===== src/rtl/dsd_frame_scheduler_if.sv =====
// Frame-scheduler bundle: ws in, rate strobes and datapath
// sequencing controls out.
interface dsd_frame_scheduler_if;
    logic ws;
    logic en_64;
    logic en_32;
    logic en_16;
    logic en_8;
    logic dp_clr;
    logic mute;
    logic locked;
    logic frame_err;

    modport master (
        output ws,
        input  en_64,
        input  en_32,
        input  en_16,
        input  en_8,
        input  dp_clr,
        input  mute,
        input  locked,
        input  frame_err
    );

    modport slave (
        input  ws,
        output en_64,
        output en_32,
        output en_16,
        output en_8,
        output dp_clr,
        output mute,
        output locked,
        output frame_err
    );
endinterface


===== src/rtl/dsd_frame_scheduler.sv =====
// Frame lock tracker and rate-strobe generator pacing the
// I2S-to-DSD receiver, interpolator and modulator.
module dsd_frame_scheduler #(
    parameter int FRAME_LEN   = 64,
    parameter int LOCK_FRAMES = 4,
    parameter int LOSS_FRAMES = 2,
    parameter int MUTE_FRAMES = 2,
    parameter int EN64_OFFSET = 0
) (
    input  logic                 bclk,
    input  logic                 rst,
    dsd_frame_scheduler_if.slave bus
);

    typedef enum logic [1:0] {
        ST_UNLOCKED,
        ST_ACQUIRE,
        ST_LOCKED
    } state_e;

    localparam logic [7:0] FL     = 8'(FRAME_LEN);
    localparam logic [7:0] TMO    = 8'(2 * FRAME_LEN - 1);
    localparam logic [7:0] OFF    = 8'(EN64_OFFSET);
    localparam logic [7:0] M32    = 8'(FRAME_LEN / 2 - 1);
    localparam logic [7:0] M16    = 8'(FRAME_LEN / 4 - 1);
    localparam logic [7:0] M8     = 8'(FRAME_LEN / 8 - 1);
    localparam logic [3:0] LOCK_N = 4'(LOCK_FRAMES);
    localparam logic [3:0] LOSS_N = 4'(LOSS_FRAMES);
    localparam logic [3:0] MUTE_N = 4'(MUTE_FRAMES);

    state_e     state_q;
    logic       ws_q;
    logic [7:0] fcnt_q;
    logic [7:0] fcnt_d;
    logic [3:0] good_cnt_q;
    logic [3:0] bad_cnt_q;
    logic [3:0] mute_cnt_q;
    logic       dp_clr_q;
    logic       frame_err_q;
    logic       locked_q;
    logic       mute_q;

    logic       ws_rise;
    logic       len_ok;
    logic       tmo_hit;
    logic       lock_hit;
    logic       loss_hit;
    logic       in_win;

    always_comb begin
        ws_rise  = bus.ws & ~ws_q;
        len_ok   = (fcnt_q == FL - 8'd1);
        tmo_hit  = !ws_rise && (fcnt_q == TMO)
                   && (state_q != ST_UNLOCKED);
        lock_hit = ((good_cnt_q + 4'd1) == LOCK_N);
        loss_hit = ((bad_cnt_q + 4'd1) == LOSS_N);
        // Counter parks at TMO so a dead ws cannot wrap into a fake frame.
        if (ws_rise) begin
            fcnt_d = '0;
        end else if (fcnt_q == TMO) begin
            fcnt_d = TMO;
        end else begin
            fcnt_d = fcnt_q + 8'd1;
        end
    end

    always_ff @(posedge bclk) begin
        if (rst) begin
            state_q     <= ST_UNLOCKED;
            ws_q        <= 1'b0;
            fcnt_q      <= '0;
            good_cnt_q  <= '0;
            bad_cnt_q   <= '0;
            mute_cnt_q  <= '0;
            dp_clr_q    <= 1'b0;
            frame_err_q <= 1'b0;
            locked_q    <= 1'b0;
            mute_q      <= 1'b1;
        end else begin
            ws_q        <= bus.ws;
            fcnt_q      <= fcnt_d;
            dp_clr_q    <= 1'b0;
            frame_err_q <= 1'b0;
            unique case (state_q)
                ST_UNLOCKED: begin
                    if (ws_rise) begin
                        state_q    <= ST_ACQUIRE;
                        good_cnt_q <= '0;
                        bad_cnt_q  <= '0;
                    end
                end
                ST_ACQUIRE: begin
                    if (ws_rise && len_ok && lock_hit) begin
                        state_q    <= ST_LOCKED;
                        good_cnt_q <= '0;
                        bad_cnt_q  <= '0;
                        mute_cnt_q <= MUTE_N;
                        dp_clr_q   <= 1'b1;
                        locked_q   <= 1'b1;
                        mute_q     <= (MUTE_N != 4'd0);
                    end else if (ws_rise && len_ok) begin
                        good_cnt_q <= good_cnt_q + 4'd1;
                    end else if (ws_rise) begin
                        good_cnt_q  <= '0;
                        frame_err_q <= 1'b1;
                    end else if (tmo_hit) begin
                        state_q     <= ST_UNLOCKED;
                        good_cnt_q  <= '0;
                        bad_cnt_q   <= '0;
                        mute_cnt_q  <= '0;
                        frame_err_q <= 1'b1;
                        locked_q    <= 1'b0;
                        mute_q      <= 1'b1;
                    end
                end
                ST_LOCKED: begin
                    if (ws_rise && len_ok) begin
                        bad_cnt_q <= '0;
                        if (mute_cnt_q != 4'd0) begin
                            mute_cnt_q <= mute_cnt_q - 4'd1;
                        end
                        mute_q <= (mute_cnt_q > 4'd1);
                    end else if ((ws_rise && loss_hit) || tmo_hit) begin
                        state_q     <= ST_UNLOCKED;
                        good_cnt_q  <= '0;
                        bad_cnt_q   <= '0;
                        mute_cnt_q  <= '0;
                        frame_err_q <= 1'b1;
                        locked_q    <= 1'b0;
                        mute_q      <= 1'b1;
                    end else if (ws_rise) begin
                        bad_cnt_q   <= bad_cnt_q + 4'd1;
                        frame_err_q <= 1'b1;
                    end
                end
                default: begin
                    state_q  <= ST_UNLOCKED;
                    locked_q <= 1'b0;
                    mute_q   <= 1'b1;
                end
            endcase
        end
    end

    // Strobes decode registered state only; the fcnt window keeps
    // an over-long frame from emitting extra pulses.
    assign in_win = (state_q == ST_LOCKED) && (fcnt_q < FL);

    assign bus.en_64 = in_win && (fcnt_q == OFF);
    assign bus.en_32 = in_win && ((fcnt_q & M32) == (OFF & M32));
    assign bus.en_16 = in_win && ((fcnt_q & M16) == (OFF & M16));
    assign bus.en_8  = in_win && ((fcnt_q & M8) == (OFF & M8));

    assign bus.dp_clr    = dp_clr_q;
    assign bus.frame_err = frame_err_q;
    assign bus.locked    = locked_q;
    assign bus.mute      = mute_q;

endmodule


===== src/flat_wrapper.sv =====
// flat-port wrapper written by rule: the top's interface ports become plain ports
module dsd_frame_scheduler_flat 
#(
    parameter int FRAME_LEN   = 64,
    parameter int LOCK_FRAMES = 4,
    parameter int LOSS_FRAMES = 2,
    parameter int MUTE_FRAMES = 2,
    parameter int EN64_OFFSET = 0
)
  (bclk, rst, bus_ws, bus_en_64, bus_en_32, bus_en_16, bus_en_8, bus_dp_clr, bus_mute, bus_locked, bus_frame_err);
  dsd_frame_scheduler_if bus_i ();
  input  logic bclk;
  input  logic rst;
  input wire logic [$bits(bus_i.ws)-1:0] bus_ws;
  output wire logic [$bits(bus_i.en_64)-1:0] bus_en_64;
  output wire logic [$bits(bus_i.en_32)-1:0] bus_en_32;
  output wire logic [$bits(bus_i.en_16)-1:0] bus_en_16;
  output wire logic [$bits(bus_i.en_8)-1:0] bus_en_8;
  output wire logic [$bits(bus_i.dp_clr)-1:0] bus_dp_clr;
  output wire logic [$bits(bus_i.mute)-1:0] bus_mute;
  output wire logic [$bits(bus_i.locked)-1:0] bus_locked;
  output wire logic [$bits(bus_i.frame_err)-1:0] bus_frame_err;
  assign bus_i.ws = bus_ws;
  assign bus_en_64 = bus_i.en_64;
  assign bus_en_32 = bus_i.en_32;
  assign bus_en_16 = bus_i.en_16;
  assign bus_en_8 = bus_i.en_8;
  assign bus_dp_clr = bus_i.dp_clr;
  assign bus_mute = bus_i.mute;
  assign bus_locked = bus_i.locked;
  assign bus_frame_err = bus_i.frame_err;
  dsd_frame_scheduler #(.FRAME_LEN(FRAME_LEN), .LOCK_FRAMES(LOCK_FRAMES), .LOSS_FRAMES(LOSS_FRAMES), .MUTE_FRAMES(MUTE_FRAMES), .EN64_OFFSET(EN64_OFFSET)) u_core (.bclk(bclk), .rst(rst), .bus(bus_i));
endmodule

===== config.mk =====
export PLATFORM = sky130hd
export DESIGN_NAME = dsd_frame_scheduler_flat
export DESIGN_NICKNAME = d
export VERILOG_FILES = /design/src/rtl/dsd_frame_scheduler_if.sv /design/src/rtl/dsd_frame_scheduler.sv /design/src/flat_wrapper.sv
export SDC_FILE = /design/constraint.sdc
export NUM_CORES = 1
export LEC_CHECK = 0
export CORE_UTILIZATION = 30
export DETAILED_ROUTE_END_ITERATION = 16
export DONT_BUFFER_PORTS = 1
export GPL_TIMING_DRIVEN = 0
export PLACE_DENSITY = 0.48
export SYNTH_ARGS = -nofsm -noshare
export SYNTH_HDL_FRONTEND = slang
export SYNTH_SLANG_ARGS = --single-unit

===== constraint.sdc =====
create_clock -name bclk -period 5.3 [get_ports bclk]
set_input_delay 1.325 -clock bclk [delete_from_list [all_inputs] [get_ports bclk]]
set_output_delay 1.325 -clock bclk [all_outputs]
set_load 0.1 [all_outputs]

==> out/results.txt <==
Yosys top cell area share - 33.6%
top-count cell post-synth - dfxtp_1
RSZ-0062 raised after global routing - no
Final Max Slew Viols - 0
CTS buffer count - 3
Slew HR - 29.8%
post-synthesis mux area share - 2.56%
R2R Path End - u_core.mute_cnt_q[3]
Root Driver - clkbuf_8
xor/xnor share of the synthesized area - 3.26%
port bufs - 0
vias in the first global route - 1165
CP Cell Sequence - or2_1, buf_6, nor2_1, nand3_1, nor2_2
worst reg2reg startpoint - u_core.fcnt_q[0]
adder-cell share of the synthesized area - 9.32%
Max Clk Rate - 285 MHz
WHS - 483 ps
Max-Cap Viols - 0
fin nets - 215
synthesized area - 0.00161 mm^2
outcome - finished, final reports clean
clk_lat worst skew - 280 ps
startpoint class of the critical path - flop
synthesized area per cell - 8.34 um^2
Synth-to-Final Area Change - 11.0%
clk buf depth - 2
slew of the pin with the lowest slew margin - 1050 ps
post_cts resized - 0
routability cong. - 0.792
Mapped Nets - 208
via count - 1339
DR WL/cell - 12.9 um
hold_buf cts - 0
Detailed Route WL - 3470 um
share of synthesized registers carrying an async set or reset - 0%
Synth Area in Simple Gates - 27.9%
Yosys top cell by area - dfxtp_1
Min-Delay Path Class - flop to flop
main combinational cell family by area after synthesis - simple AND/OR/NAND/NOR gates
postcts setup bufs - 0
core box area - 0.00514 mm^2
CP arrival - 2180 ps
Synth Area in Compound Gates - 17.9%
Rows - 26
routed vias/inst - 4.98
# IOs - 11
crit-path max cell delay - 850 ps
first-pass GRT wire length - 5710 um
initial antenna violation count - 0
WP buf/inv - 1
CP max-delay cell - nor2_2
All-Layer GR Usage - 13.2%
library cells used by synthesis - 44
Setup violations, final - 0
Worst path top cell family by delay - simple AND/OR/NAND/NOR gates
die width - 75.3 um
DRC violations left - 0
leakage - 0.615 nW
CTS tree - built
warnings from Yosys - 0
Starting Density - 31.3%
Fin Setup TNS - 0 ps
PD cells - 204 mW/mm^2
drt first pass iters - 4
# diodes - 0
final cycle utilization of the critical path - 66.2%
setup slack, reg-to-reg - 2710 ps
H-tree Lvls - 1
Post-synth EDFFs - 0
Max IR drop VDD - 0.0878 mV
crit path max fanout - 7
critical path data required time - 3970 ps
top cells by area, synth - dfxtp_1 (34%), ha_1 (9.3%), a21oi_1 (7.1%), or4_1 (4.2%), inv_1 (3.3%)
Die H - 75.3 um
DIE AREA - 0.00566 mm^2
Power, Total - 0.364 mW
drt initial violations - 90
post-route setup slack - 1790 ps
Tmin final - 3510 ps
largest net degree at the start of global routing - 15
Fin. Hold Viols - 0
HPWL after DPL - 2610 um
crit path to - bus_en_16
Worst Setup SP - u_core.fcnt_q[7]
Final ANT Viol Nets - 0
Fill cells - 561
clock-pin slew on the worst setup and hold paths - 90 ps
CTS Sinks - 27
layout cells sized above 1 - 10.6%
pre-CTS WS - 2100 ps
Crit Path Class - flop to output pin
Worst Reg-to-Reg Cells - 7
grt ovf - 0
most instantiated cells after synthesis - dfxtp_1 (27), a21oi_1 (23), inv_1 (14)
critical path depth in cells - 5
Main synth FF type - dfxtp_1
register area share after synthesis - 33.6%
number of synthesized register bits - 27
Critical Path Sink Type - output pin
cell count after synthesis - 193
Fin Clk Skew - 5.52 ps
[per-stage QoR]
| step | instance area, um^2 | std cells | util [%] |
|---|---|---|---|
| floorplan | 1610 | 193 | - |
| global placement | 1700 | 263 | 33.0 |
| detailed placement | 1740 | 265 | 33.9 |
| CTS | 1790 | 269 | 34.8 |
| global route | 1790 | 269 | 34.8 |
| finish | 1790 | 269 | 34.8 |
[area by class of cell]
class / count / area [um^2] / share of cell area (%)
Sequential cell: 27 / 541 / 30.3
Inverter: 14 / 52.6 / 2.94
Buffer: 7 / 35.0 / 1.96
Timing Repair Buffer: 2 / 30.0 / 1.68
Tap cell: 70 / 87.6 / 4.90
Multi-Input combinational cell: 145 / 996 / 55.7
Clock buffer: 4 / 45.0 / 2.52
[state kept, by name, indices dropped and copies added, names as in the netlist]
signal	flops
u_core.fcnt_q	8
u_core.bad_cnt_q	4
u_core.ws_q	1
u_core.mute_cnt_q	4
u_core.bus.frame_err	1
u_core.bus.dp_clr	1
u_core.good_cnt_q	4
u_core.bus.locked	1
u_core.bus.mute	1
u_core.state_q	2
[how the worst min path moves through the flow]
stage | start | end | slack, ps | cells after the start
global route | u_core.good_cnt_q[2] | u_core.good_cnt_q[2] | 500 | 2
global placement | u_core.bad_cnt_q[3] | u_core.bad_cnt_q[3] | 460 | 2
detailed placement | u_core.bad_cnt_q[3] | u_core.bad_cnt_q[3] | 470 | 2
floorplan | u_core.bad_cnt_q[3] | u_core.bad_cnt_q[3] | 440 | 2
finish | u_core.good_cnt_q[2] | u_core.good_cnt_q[2] | 480 | 2
CTS | u_core.bad_cnt_q[3] | u_core.bad_cnt_q[3] | 480 | 2
[cell families after synthesis]
| logic type | after synthesis |
|---|---|
| AOI/OAI and AO/OA | 46 |
| xor gates and xnor gates | 6 |
| adders and majority gates | 12 |
| buffers and inverters | 21 |
| DFF | 27 |
| muxes | 4 |
| and+or+nand+nor | 77 |
[layer usage]
| layer | global-route usage (%) | up-vias | part of all wire, % |
|---|---|---|---|
| met1 | 20.0 | 609 | 54 |
| met2 | 19.0 | 18 | 42 |
| met4 | 4.32 | 0 | 1.6 |
| met5 | 0 | - | 0 |
| met3 | 2.01 | 5 | 3.2 |
| li1 | - | 707 | - |
[tightest hold or removal path, delay by kind of cell (launching register included)]
family | cells | cell delay (ps)
flip-flops | 1 | 330
AO/OA/AOI/OAI | 2 | 120
[placed cells by master, fill, tap and decap left out, drive strengths merged, types with 2 or more instances in the layout]
master  synthesis  routed
nor3            8       8
xor2            2       2
a21oi          24      24
o311ai          2       2
or3             4       4
ha             12      12
and3            2       2
o21ai           8       8
o31ai           3       3
nand2b          7       7
nor4            3       3
nand3           9       9
or2             3       3
nand2          10      10
nor2           13      13
mux2i           3       3
clkbuf          5       9
inv            14      14
nor2b           2       2
o21bai          2       2
buf             2       4
or4             9       9
xnor2           4       4
dfxtp          27      27
nand4           2       2
[power by group]
group	leakage, nW	internal, mW	switching, mW
Clock	0.0228	0.0539	0.0653
Sequential	0.218	0.205	0.00296
Combinational	0.374	0.0117	0.0251
No activity file was read; power rests on OpenSTA's default activity.
